### src/rtl/demux1to2v_stream.sv
// demux1to2v_stream
// Steers a single valid/ready vector stream onto one of two registered
// output streams. The destination is chosen by sel on the first beat of a
// packet and is held until that packet's last beat. Each output port has a
// one-entry buffer, and each port counts the packets it has completed.
module demux1to2v_stream #(
    parameter int WIDTH = 100,
    parameter int CNT_W = 8
) (
    input  logic             clk,
    input  logic             areset_n,

    input  logic [WIDTH-1:0] in_data,
    input  logic             in_valid,
    input  logic             in_last,
    input  logic             sel,
    output logic             in_ready,

    output logic [WIDTH-1:0] out0_data,
    output logic             out0_valid,
    output logic             out0_last,
    input  logic             out0_ready,

    output logic [WIDTH-1:0] out1_data,
    output logic             out1_valid,
    output logic             out1_last,
    input  logic             out1_ready,

    output logic [CNT_W-1:0] pkt_cnt0,
    output logic [CNT_W-1:0] pkt_cnt1
);

    typedef enum logic {
        IDLE = 1'b0,
        PKT  = 1'b1
    } state_t;

    state_t state;
    state_t state_nxt;
    logic   lock_sel;
    logic   lock_sel_nxt;

    logic   target;
    logic   accept;
    logic   wr0;
    logic   wr1;
    logic   done0;
    logic   done1;

    // Destination port: live sel between packets, locked sel inside a packet.
    // in_ready depends only on the target port's buffer state and its
    // consumer's ready, never on in_valid or on the other port.
    always_comb begin
        target   = (state == PKT) ? lock_sel : sel;
        in_ready = target ? (~out1_valid | out1_ready)
                          : (~out0_valid | out0_ready);
        accept   = in_valid & in_ready;
        wr0      = accept & ~target;
        wr1      = accept &  target;
        done0    = out0_valid & out0_ready & out0_last;
        done1    = out1_valid & out1_ready & out1_last;
    end

    // Packet FSM next-state: open a packet on a non-last beat accepted in
    // IDLE, close it when its last beat is accepted.
    always_comb begin
        state_nxt    = state;
        lock_sel_nxt = lock_sel;
        case (state)
            IDLE: begin
                if (accept && !in_last) begin
                    state_nxt    = PKT;
                    lock_sel_nxt = sel;
                end
            end
            PKT: begin
                if (accept && in_last) begin
                    state_nxt = IDLE;
                end
            end
            default: begin
                state_nxt    = IDLE;
                lock_sel_nxt = 1'b0;
            end
        endcase
    end

    // Packet FSM state and locked destination register.
    always_ff @(posedge clk or negedge areset_n) begin
        if (!areset_n) begin
            state    <= IDLE;
            lock_sel <= 1'b0;
        end else begin
            state    <= state_nxt;
            lock_sel <= lock_sel_nxt;
        end
    end

    // Port 0 buffer: a write replaces the held beat (so a same-cycle drain and
    // fill keeps valid high); a drain with no write only clears valid.
    always_ff @(posedge clk or negedge areset_n) begin
        if (!areset_n) begin
            out0_data  <= '0;
            out0_last  <= 1'b0;
            out0_valid <= 1'b0;
        end else if (wr0) begin
            out0_data  <= in_data;
            out0_last  <= in_last;
            out0_valid <= 1'b1;
        end else if (out0_ready) begin
            out0_valid <= 1'b0;
        end
    end

    // Port 1 buffer, same behaviour as port 0.
    always_ff @(posedge clk or negedge areset_n) begin
        if (!areset_n) begin
            out1_data  <= '0;
            out1_last  <= 1'b0;
            out1_valid <= 1'b0;
        end else if (wr1) begin
            out1_data  <= in_data;
            out1_last  <= in_last;
            out1_valid <= 1'b1;
        end else if (out1_ready) begin
            out1_valid <= 1'b0;
        end
    end

    // Completed-packet counters, incremented when a last beat leaves a port;
    // they wrap naturally at 2^CNT_W.
    always_ff @(posedge clk or negedge areset_n) begin
        if (!areset_n) begin
            pkt_cnt0 <= '0;
            pkt_cnt1 <= '0;
        end else begin
            if (done0) begin
                pkt_cnt0 <= pkt_cnt0 + CNT_W'(1);
            end
            if (done1) begin
                pkt_cnt1 <= pkt_cnt1 + CNT_W'(1);
            end
        end
    end

endmodule

### config.mk
export PLATFORM = sky130hd
export DESIGN_NAME = demux1to2v_stream
export DESIGN_NICKNAME = d
export VERILOG_FILES = /design/src/rtl/demux1to2v_stream.sv
export SDC_FILE = /design/constraint.sdc
export NUM_CORES = 1
export LEC_CHECK = 0
export BUFFER_PORTS_ARGS = -buffer_cell sky130_fd_sc_hd__buf_2
export CORE_UTILIZATION = 35
export CTS_CLUSTER_SIZE = 25
export DETAILED_ROUTE_END_ITERATION = 8
export GPL_ROUTABILITY_DRIVEN = 0
export PLACE_DENSITY_LB_ADDON = 0.12
export SLEW_MARGIN = 10
export SYNTH_ARGS = -nofsm -noshare
export SYNTH_HDL_FRONTEND = slang
export SYNTH_SLANG_ARGS = --single-unit
### constraint.sdc
create_clock -name clk -period 4 [get_ports clk]
set_input_delay 0.4 -clock clk [delete_from_list [all_inputs] [get_ports clk]]
set_output_delay 0.4 -clock clk [all_outputs]
set_load 0.01 [all_outputs]
Word-level counts from Yosys, hierarchy flattened:

Index checks and enable logic that the tools add are counted.

* add/sub/neg operators: 2
* multiplexer cells: 9
* bitwise operators: 13
* reduce and logical (&&, ||, !) cells: 6

Operator list (count)
* $add A8 B1 Y8 const B: 2
* $mux W1: 8
* $and A1 B1 Y1: 7
* $not A1 Y1: 4
* $reduce_bool A2 Y1: 2
* $logic_and A1 B1 Y1: 2
* $or A1 B1 Y1: 2
* $pmux W1 S2: 1
* $reduce_and A2 Y1: 1
* $logic_not A1 Y1: 1

* flip-flop bits (word level): 222
* input bits: 107
* output and inout port bits: 221
* logic and storage cells: 40

Longest topological paths before layout:

Gate-level depths: netlist of the first run.

* depth in word-level cells: 7
* gate-level depth with buffers: 6

Worst setup path after synthesis of the first run:

Ideal clock, no wire load.

* path kind: flip-flop to flip-flop
* from: reg (tool-made name)
* to: reg lock_sel
* arrival: 1.505 ns
* required time: 3.875 ns
* path slack: 2.370 ns
* cell stages (with the launch flop): 6
* path buffers: 1
* path through: dfrtp_1 mux2i_2 nand3_1 buf_4 a211oi_2 mux2_2

RTL lines
* to (signal assigned): line 95 `lock_sel <= lock_sel_nxt;`
* to (decl): line 40 `logic lock_sel;`

==> reports/qor.txt, run 1 <==
Ranking of synthesized cells by area: dfrtp_1 (66%), mux2_2 (27%), buf_6 (1.7%)
I/O Pins: 328
Seq/Total Area, Yosys: 0.660
Fin nets: 944
DP Wirelength: 14.7 mm
PnR worst setup slack: 1.65 ns
Buffers on Ports: 327
CTS buffer count: 25
Iteration-0 DRC Markers: 177
Die area: 24700 µm²
Initial core utilization: 0.357
Clk slew on worst S/H paths: 0.06 ns
Worst slew margin: 0.331
Unrepaired setup endpoints after global routing: false
Critical Path Start Type: flop
Crit Path Max Fanout: 44
Vias in the first global route: 5673
Status: finished with violations
Yosys cell types: 23
Clock Sinks: 222
Post-place setup slack: 1.56 ns
Routed Antenna Nets: 0
DRC: 0
EDFF count, synth: 0
Clock Path Buffers: 3
Hold Crit Class: input port to async pin
CP endpoint kind: flop
Fin crit share: 0.588
Fin area: 11200 µm²
Synth Flop Type: dfrtp_1
Hold buffers post-CTS: 0
Failing checks: negative hold slack
Hold slack: -0.0122 ns
Number of diodes: 0
Clock Latency Late Sink: 0.50 ns
Synth warnings: 0
Final count of negative-setup-slack endpoints: 0
Total Wirelength: 20.5 mm
Worst Path Required: 4.38 ns
Max Slew Vio Count: 0
CP arrival: 2.73 ns
Max-cap violation count: 0
Synthesized area per cell: 16.9 µm²
Initial antenna violation count: 1
Die height: 157 µm
Fmax: 425 MHz
Final worst path period need: 2.35 ns
DR vias/cell: 4.61
Clock Tree Root: clkbuf_16
Synth top area share: 0.660
Syn nets: 607
CTS H-tree depth: 1
Area Overhead vs Synth: 32.7%
Cell Count, Final, Fillers Out: 1169
Drt wl/cell: 17.5 µm
Setup CP Type: flop to flop
Aggregate negative setup slack: 0 ns
Placed insts: 1127
Layout cells sized above 1: 0.681
Total congestion overflow: 0
All-layer global routing usage: 0.162
Cells after Synth: 498
CTS tree: built
Vias: 5385
Clock Skew: 0.0100 ns
Core Area: 23500 µm²
First-pass GRT wire length: 31.2 mm
Post-CTS resize count: 0
Cell Pwr Density: 874 nW/µm²
Final Hold Viols: 3
1st-pass router iterations: 4
Largest net degree at the start of global routing: 121
Synth Register Bits: 222
VDD IR max: 0.000434 V
Placed cell area: 10300 µm²
Leakage: 5.43 nW
Worst Tran Pin Value: 1.00 ns
Yosys top cell by area: dfrtp_1
Row Count: 56
Setup bufs post-CTS: 0
Async S/R FF share, synth: 1.00
Die W: 157 µm
Mapped Area: 8410 µm²
==> power breakdown <==
part / internal [W] / leakage [nW] / total, W / switching [W]
logic: 0.00184 / 2.38 / 0.00358 / 0.00174
clock network: 0.00139 / 0.412 / 0.00225 / 0.000862
registers: 0.00336 / 2.63 / 0.00393 / 0.000570
==> synth_stat cells, types with 2 or more instances <==
cell        n
dfrtp_1   222
mux2_2    201
buf_6      13
buf_2       8
nand2_1     8
xnor2_1     8
xor2_1      6
mux2_1      5
nand4_1     5
and3_1      3
nand3_1     3
clkbuf_1    2
ha_1        2
nand2b_1    2
nor2_1      2
==> sequential cells by signal, indices dropped and copies added, names as in the netlist, named ones only <==
name / flops
lock_sel: 1
out0_data: 100
out0_last: 1
out0_valid: 1
out1_data: 100
out1_last: 1
out1_valid: 1
pkt_cnt0: 8
pkt_cnt1: 8
==> cells in the final DEF (no fill, tap or decap) <==
cell	instances
a211oi_2	1
and3_1	3
and4_1	1
buf_12	2
buf_2	326
buf_4	5
bufinv_16	2
clkbuf_1	2
clkbuf_16	25
clkbuf_8	8
clkinv_2	6
dfrtp_1	222
ha_1	2
inv_1	1
mux2_1	5
mux2_2	201
mux2i_1	1
mux2i_2	1
nand2_1	8
nand2b_1	2
nand3_1	2
nand3_4	1
nand3b_4	1
nand4_1	5
nor2_1	2
nor3_1	1
xnor2_1	8
xor2_1	6
==> critical path: stages (launching register included) <==
cell,delay (ns)
dfrtp_1,0.40
mux2i_2,0.34
nand3b_4,0.64
buf_4,0.45
mux2_2,0.38
==> path summary, 6_finish.rpt <==
check | from | endpoint | slack, ns | cells after the start
max | flop | out1_data[10] | 1.65 | 4
min | areset_n | out1_data[52] | -0.01 | 1
max reg2reg | flop | out1_data[10] | 1.65 | 4
min reg2reg | out0_data[59] | out0_data[59] | 0.49 | 1
max in group asynchronous | areset_n | out0_data[68] | 2.89 | 2
min in group clk | in_data[60] | out0_data[60] | 0.12 | 2
==> cells by family (layout without fill, tap and decap cells) <==
family                   count (synthesis)  after routing  share of synthesized area
AND/OR/NAND/NOR                         26             26                     0.0177
flip-flops                             222            222                      0.660
adder cells (fa/ha/maj)                  2              2                    0.00297
XOR/XNOR                                14             14                     0.0146
multiplexers                           208            208                      0.279
AO/OA/AOI/OAI                            1              1                    0.00149
buffers and inverters                   25            377                     0.0244
==> stage by stage <==
stage | utilization | hold slack [ns] | power [W]
floorplan | - | 0.104 | 0.00598
global placement | 0.439 | 0.458 | 0.00749
detailed placement | 0.439 | 0.480 | 0.00761
CTS | 0.474 | 0.0640 | 0.00993
global route | 0.474 | 0.0740 | 0.0104
finish | 0.474 | -0.0122 | 0.00976
==> layer usage <==
| layer | wire length (µm) | part of all wire | global-route usage | vias up |
|---|---|---|---|---|
| li1 | - | - | - | 2421 |
| met1 | 7770 | 0.38 | 0.188 | 2734 |
| met2 | 10500 | 0.51 | 0.285 | 191 |
| met3 | 1620 | 0.079 | 0.0490 | 39 |
| met4 | 569 | 0.028 | 0.0532 | 0 |
| met5 | 0 | 0 | 0 | - |
==> layout make-up <==
class                   instances  area [µm²]
well taps                     319         399
inverters                       1        3.75
repair buffers                334        1720
clock buffers                  34         729
clock inverters                 8        90.1
multi-input cells             251        2670
flip-flops and latches        222        5560
fillers                      2160       12400
Power figures use the tool's default switching activity.
==> run 2: changes to the inputs <==
Settings changed: ABC_AREA set to 1.
Clock period 4 ns to 2.4 ns, I/O delays scaled along.
==> run 2 against run 1 <==
  * The run now ends clean
  * Register-to-register slack lost 0.92 ns
  * Synthesized cell count grew 72%
  * Clock power grew 72%
  * Critical path type is now flop to primary output
  * Largest power group unchanged
==> reports/qor.txt, run 2 <==
Total congestion overflow: 0 (unchanged)
DP Wirelength: 15.4 mm (was 14.7 mm)
Hold path depth: 3
Ordered cell list for the critical path: inv_2 -> nand2_2 -> nand2_2 -> nand2_1 -> nand2_1 -> buf_2 (was mux2i_2 -> nand3b_4 -> buf_4 -> mux2_2)
Max-cap violation count: 0 (unchanged)
Hold path startpoint: in_data[50]
Slowest cell on the critical path: dfrtp_1 (was nand3b_4)
Initial core utilization: 0.359 (was 0.357)
Drt wl/cell: 13.8 µm (was 17.5 µm)
Delay-heaviest family, CP: flip-flops (was multiplexers)
EDFF count, synth: 0 (unchanged)
CTS H-tree depth: 1 (unchanged)
Post-CTS resize count: 0 (unchanged)
Max Slew Vio Count: 0 (unchanged)
Buffers on Ports: 327 (unchanged)
Die height: 161 µm (was 157 µm)
Worst hold path endpoint: out1_data[50]
Async S/R FF share, synth: 1.00 (unchanged)
Routed Antenna Nets: 0 (unchanged)
Xor and xnor area share after synthesis: 0.0119 (was 0.0146)
Iteration-0 DRC Markers: 333 (was 177)
Fin crit share: 0.726
VDD IR max: 0.000696 V (was 0.000434 V)
I/O Pins: 328 (unchanged)
Worst Tran Pin Value: 0.565 ns (was 1.00 ns)
Reg-to-reg endpoint: out1_data[22] (was out1_data[10])
Most common cell after layout, fill and taps aside: buf_2 (unchanged)
Seq/Total Area, Yosys: 0.631 (was 0.660)
Layout cells sized above 1: 0.345 (was 0.681)
CP arrival: 1.50 ns (was 2.73 ns)
Syn nets: 965 (was 607)
CTS buffer count: 25 (unchanged)
Setup CP Type: flop to primary output (was flop to flop)
Largest family of logic cells by synthesized area: compound AO/OA/AOI/OAI gates (was multiplexers)
Clk slew on worst S/H paths: 0.06 ns (about the same)
Clock Latency Late Sink: 0.52 ns (was 0.50 ns)
Number of diodes: 0 (unchanged)
Worst slew margin: 0.623 (was 0.331)
Multiplexer area fraction after synthesis: 0.00128 (was 0.279)
Post-Synth Simple-Gate Area: 0.117 (was 0.0177)
Synth Register Bits: 222 (unchanged)
Clock Tree Root: clkbuf_16 (unchanged)
Post-synthesis compound-gate area fraction: 0.141 (was 0.00149)
Clock Path Buffers: 3 (unchanged)
Vias in the first global route: 7041 (was 5673)
DRC: 0 (unchanged)
CP bufs+invs: 2 (was 1)
Crit Path Max Fanout: 4 (was 44)
Most frequent cells in the layout: buf_2 (326), nand2_1 (230), dfrtp_1 (222) (was buf_2 (326), dfrtp_1 (222), mux2_2 (201))
Yosys cell types: 22 (was 23)
Most common cell in the netlist: nand2_1 (was dfrtp_1)
Unrepaired setup endpoints after global routing: false (unchanged)
Wl on met1: 9.97 mm (was 7.77 mm)
Worst Reg2Reg Path Length in Cells: 7 (was 4)
Mapped Area: 8810 µm² (was 8410 µm²)
R2r setup slk: 0.73 ns (was 1.65 ns)
Vias: 7030 (was 5385)
Synthesized area per cell: 10.3 µm² (was 16.9 µm²)
Initial antenna violation count: 1 (unchanged)
Ranking of synthesized cells by area: dfrtp_1 (63%), nand2_1 (9.8%), o21ai_2 (6.0%) (was dfrtp_1 (66%), mux2_2 (27%), buf_6 (1.7%))
Status: completed (was finished with violations)
Fmax: 574 MHz
Worst Path Required: 2.16 ns (was 4.38 ns)
Area Overhead vs Synth: 41.7% (was 32.7%)
Clock Sinks: 222 (unchanged)
Clock Skew: 0.0151 ns (was 0.0100 ns)
Fin nets: 1388 (was 944)
All-layer global routing usage: 0.172 (was 0.162)
Peak per-stage delay on the critical path: 0.42 ns (was 0.64 ns)
Hold Crit Class: input port to flop (was input port to async pin)
Synth top area share: 0.631 (was 0.660)
Final Hold Viols: 0 (was 3)
CP endpoint kind: primary output (was flop)
Die area: 25800 µm² (was 24700 µm²)
Final worst path period need: 1.74 ns
Biggest regs: out0_data: 100 flops, out1_data: 100 flops (unchanged)
Row Count: 57 (was 56)
CTS tree: built (unchanged)
Post-Synth Adder-Cell Area: 0.00284 (was 0.00297)
Critical Path Start Type: flop (unchanged)
CP Depth: 6 (was 4)
Pwr Total: 0.0160 W (was 0.00976 W)
Final count of negative-setup-slack endpoints: 0 (unchanged)
Cells after Synth: 856 (was 498)
DR vias/cell: 4.34 (was 4.61)
1st-pass router iterations: 4 (unchanged)
First-pass GRT wire length: 36.3 mm (was 31.2 mm)
Core Area: 24500 µm² (was 23500 µm²)
WL met2: 10.1 mm (was 10.5 mm)
Aggregate negative setup slack: 0 ns (unchanged)
Post-synth top cells: nand2_1 (230), dfrtp_1 (222), inv_1 (113) (was dfrtp_1 (222), mux2_2 (201), buf_6 (13))
Die W: 161 µm (was 157 µm)
Cell Pwr Density: 1280 nW/µm² (was 874 nW/µm²)
Synth warnings: 0 (unchanged)
Yosys top cell by area: dfrtp_1 (unchanged)
Synth Flop Type: dfrtp_1 (unchanged)
Total Wirelength: 22.4 mm (was 20.5 mm)
Met3 routed WL: 1.60 mm (was 1.62 mm)
Largest net degree at the start of global routing: 97 (was 121)
Leakage: 6.77 nW (was 5.43 nW)
Top sig layer: met5 (was met4)
run 2: cell types whose count changed in the layout (fill, tap and decap cells not counted), sizes merged, moves of 7 or more:
cell / previous run / this run
inv: 1 / 114
o21ai: 0 / 203
nand2: 8 / 233
nand3: 3 / 12
mux2: 206 / 1
dlygate4sd3: 0 / 100
buf: 333 / 340
run 2: stage by stage:
| step | util | cells | hold WS (ns) | worst slack, ns | area, µm² |
|---|---|---|---|---|---|
| final | 0.509 | 1621 | 0.0307 | 0.656 | 12500 |
| after global routing | 0.509 | 1621 | 0.0189 | 0.589 | 12500 |
| after CTS | 0.509 | 1621 | 0.00214 | 0.643 | 12500 |
| after detailed placement | 0.434 | 1476 | 0.0858 | 0.729 | 10700 |
| after global placement | 0.434 | 1476 | 0.0892 | 0.792 | 10700 |
| after floorplan | - | 856 | -0.0556 | 1.17 | 8810 |
run 2: layer usage:
metal,up-vias,GRT usage
li1,3544,-
met3,44,0.0470
met1,3217,0.225
met2,223,0.276
met4,2,0.0580
met5,-,0
run 2: kinds of logic (layout without fill, tap and decap cells):
family / count (synthesis) / in the layout
xor gates and xnor gates: 12 / 12
buffers and inverters: 158 / 599
adders and majority gates: 2 / 2
and+or+nand+nor: 258 / 258
DFF: 222 / 222
muxes: 1 / 1
AOI/OAI and AO/OA: 203 / 203
run 2: worst min-delay path, cell delays in order:
cell     delay [ns]
buf_2          0.10
inv_1          0.09
o21ai_2        0.07
run 2: final cells by class:
class,instances,area (µm²)
fillers,2324,12000
well taps,324,405
clock inverters,11,135
flip-flops and latches,222,5560
repair buffers,440,2850
clock buffers,34,699
multi-input cells,476,2420
inverters,114,428
run 2: worst max-delay path by stage:
stage,to,slack [ns],start
finish,in_ready,0.66,flop
global route,in_ready,0.59,flop
CTS,in_ready,0.64,flop
detailed placement,out1_data[16],0.73,flop
global placement,out1_data[22],0.79,flop
floorplan,flop,1.17,flop
run 2: power breakdown:
part / leakage [nW] / switching, W / internal (W)
sequential: 2.77 / 0.000901 / 0.00544
clock: 0.409 / 0.00152 / 0.00236
combinational: 3.60 / 0.00338 / 0.00238
total: 6.77 / 0.00580 / 0.0102
run 2: timing repair:
item                      CTS  global route
setup buffers               0             0
hold endpoints to repair  382             0
hold buffers              100             0
==> run 3: changes to the inputs <==
Clock period 2.4 ns to 1.8 ns, I/O delays scaled along.
==> run 3 against run 2 <==
  * Global-route usage is 0.50 points higher
  * Sequential share of layout area is 0.63 points lower
  * Die area unchanged
  * Total power is 35% higher
  * Flip-flop and latch count unchanged
  * Via count fell by 1.2%
  * Utilization rose by 0.73 points
  * Worst hold slack better by 0.0079 ns
  * Sequential power rose by 33%
  * Critical endpoint unchanged
==> reports/qor.txt, run 3 (synthesis results as in run 2) <==
Status: completed (unchanged)
Clock Latency Late Sink: 0.51 ns (was 0.52 ns)
Final count of negative-setup-slack endpoints: 0 (unchanged)
Crit Path Max Fanout: 4 (unchanged)
DR vias/cell: 4.26 (was 4.34)
DP Wirelength: 15.8 mm (was 15.4 mm)
Clock Path Buffers: 3 (unchanged)
Clk slew on worst S/H paths: 0.06 ns (about the same)
Max-cap violation count: 0 (unchanged)
Vias: 6947 (was 7030)
Peak per-stage delay on the critical path: 0.39 ns (was 0.42 ns)
Buffers on Ports: 327 (unchanged)
Post-CTS resize count: 0 (unchanged)
Worst hold path endpoint: out1_last (was out1_data[50])
Setup bufs post-CTS: 0 (unchanged)
Fmax: 595 MHz
Final Hold Viols: 0 (unchanged)
Placed insts: 1485 (was 1476)
Unrepaired setup endpoints after global routing: false (unchanged)
Reg-to-reg endpoint: out1_data[15] (was out1_data[22])
Largest net degree at the start of global routing: 90 (was 97)
Cell with the most instances on the worst path: nand2_1
Worst Reg2Reg Path Length in Cells: 7 (unchanged)
Row Count: 57 (unchanged)
Drt wl/cell: 13.9 µm (was 13.8 µm)
Initial core utilization: 0.359 (unchanged)
Hold slack: 0.0386 ns (was 0.0307 ns)
Setup CP Type: flop to primary output (unchanged)
Ordered cell list for the critical path: nand2_1 -> nand3_1 -> nand2_1 -> buf_2 (was inv_2 -> nand2_2 -> nand2_2 -> nand2_1 -> nand2_1 -> buf_2)
Slowest cell on the critical path: dfrtp_1 (unchanged)
Max Slew Vio Count: 0 (unchanged)
1st-pass router iterations: 4 (unchanged)
Cell Pwr Density: 1700 nW/µm² (was 1280 nW/µm²)
CP arrival: 1.50 ns (about the same)
Worst slew margin: 0.704 (was 0.623)
I/O Pins: 328 (unchanged)
Core Area: 24500 µm² (unchanged)
Hold path depth: 3 (unchanged)
Hold buffers post-CTS: 102 (was 100)
Vias in the first global route: 6971 (was 7041)
Fin crit share: 0.934
VDD IR max: 0.000862 V (was 0.000696 V)
Final core occ: 0.516 (was 0.509)
Leakage: 6.87 nW (was 6.77 nW)
Die area: 25800 µm² (unchanged)
Most common cell after layout, fill and taps aside: buf_2 (unchanged)
CTS buffer count: 25 (unchanged)
Hold path startpoint: in_last (was in_data[50])
Routed Antenna Nets: 0 (unchanged)
Most frequent cells in the layout: buf_2 (326), nand2_1 (230), dfrtp_1 (222) (unchanged)
Total congestion overflow: 0 (unchanged)
Area Overhead vs Synth: 43.7% (was 41.7%)
Iteration-0 DRC Markers: 314 (was 333)
Clock Sinks: 222 (unchanged)
CTS H-tree depth: 1 (unchanged)
Fin nets: 1399 (was 1388)
First-pass GRT wire length: 36.9 mm (was 36.3 mm)
Flip-flop and latch area: 5560 µm² (unchanged)
Cell Count, Final, Fillers Out: 1632 (was 1621)
Die height: 161 µm (unchanged)
Hold Crit Class: input port to flop (unchanged)
Final worst path period need: 1.68 ns
Post-place setup slack: 0.353 ns (was 0.729 ns)
Clock Tree Root: clkbuf_16 (unchanged)
Biggest regs: out0_data: 100 flops, out1_data: 100 flops (unchanged)
CP endpoint kind: primary output (unchanged)
PnR worst setup slack: 0.119 ns (was 0.656 ns)
All-layer global routing usage: 0.177 (was 0.172)
Critical Path Start Type: flop (unchanged)
DRC: 0 (unchanged)
Initial antenna violation count: 1 (unchanged)
Die W: 161 µm (unchanged)
Clock Skew: 0.00912 ns (was 0.0151 ns)
Worst Tran Pin Value: 0.444 ns (was 0.565 ns)
Area of the multi-input gates: 2420 µm² (unchanged)
Worst Path Required: 1.62 ns (was 2.16 ns)
Aggregate negative setup slack: 0 ns (unchanged)
R2r setup slk: 0.38 ns (was 0.73 ns)
# fillers: 2332 (was 2324)
Total Wirelength: 22.7 mm (was 22.4 mm)
Layout cells sized above 1: 0.350 (was 0.345)
CTS tree: built (unchanged)
-- run 3: worst max-delay path by stage --
stage,end,startpoint,depth (start not counted),slack [ns]
after global placement,out0_data[81],out0_valid,4,0.36
after floorplan,flop,flop,8,0.57
after detailed placement,out0_data[61],out0_valid,4,0.35
after global routing,in_ready,out0_valid,4,0.008
final,in_ready,out0_valid,4,0.12
after CTS,in_ready,out0_valid,4,0.04
-- run 3: worst max-delay path: cells and delay by family, from the launching register on --
kind                   cells  cell delay (ns)
buffers and inverters      1             0.15
flip-flops                 1             0.39
AND/OR/NAND/NOR            3             0.45
-- run 3: report_power, final --
group | total (W) | internal [W] | switching (W)
combinational | 0.00777 | 0.00325 | 0.00452
sequential | 0.00846 | 0.00726 | 0.00120
clock | 0.00535 | 0.00335 | 0.00200
-- run 3: per-layer routing --
metal,vias to the layer above,global-route usage,share of wire
met3,39,0.0506,0.081
met2,224,0.283,0.45
met4,0,0.0472,0.019
met5,-,0,0
li1,3559,-,-
met1,3125,0.235,0.45
-- run 3: stage by stage --
step | total power, W | cell area (µm²)
final | 0.0216 | 12700
after CTS | 0.0219 | 12700
after global placement | 0.0161 | 10800
after global routing | 0.0232 | 12700
after detailed placement | 0.0162 | 10800
after floorplan | 0.0130 | 8810
-- run 3: final cells by class --
class,instances,area share
antenna,1,0.000198
timing repair buffer,451,0.236
clock buffer,33,0.0565
multi-input combinational,476,0.191
sequential,222,0.439
clock inverter,11,0.0124
tap,324,0.0320
inverter,114,0.0338
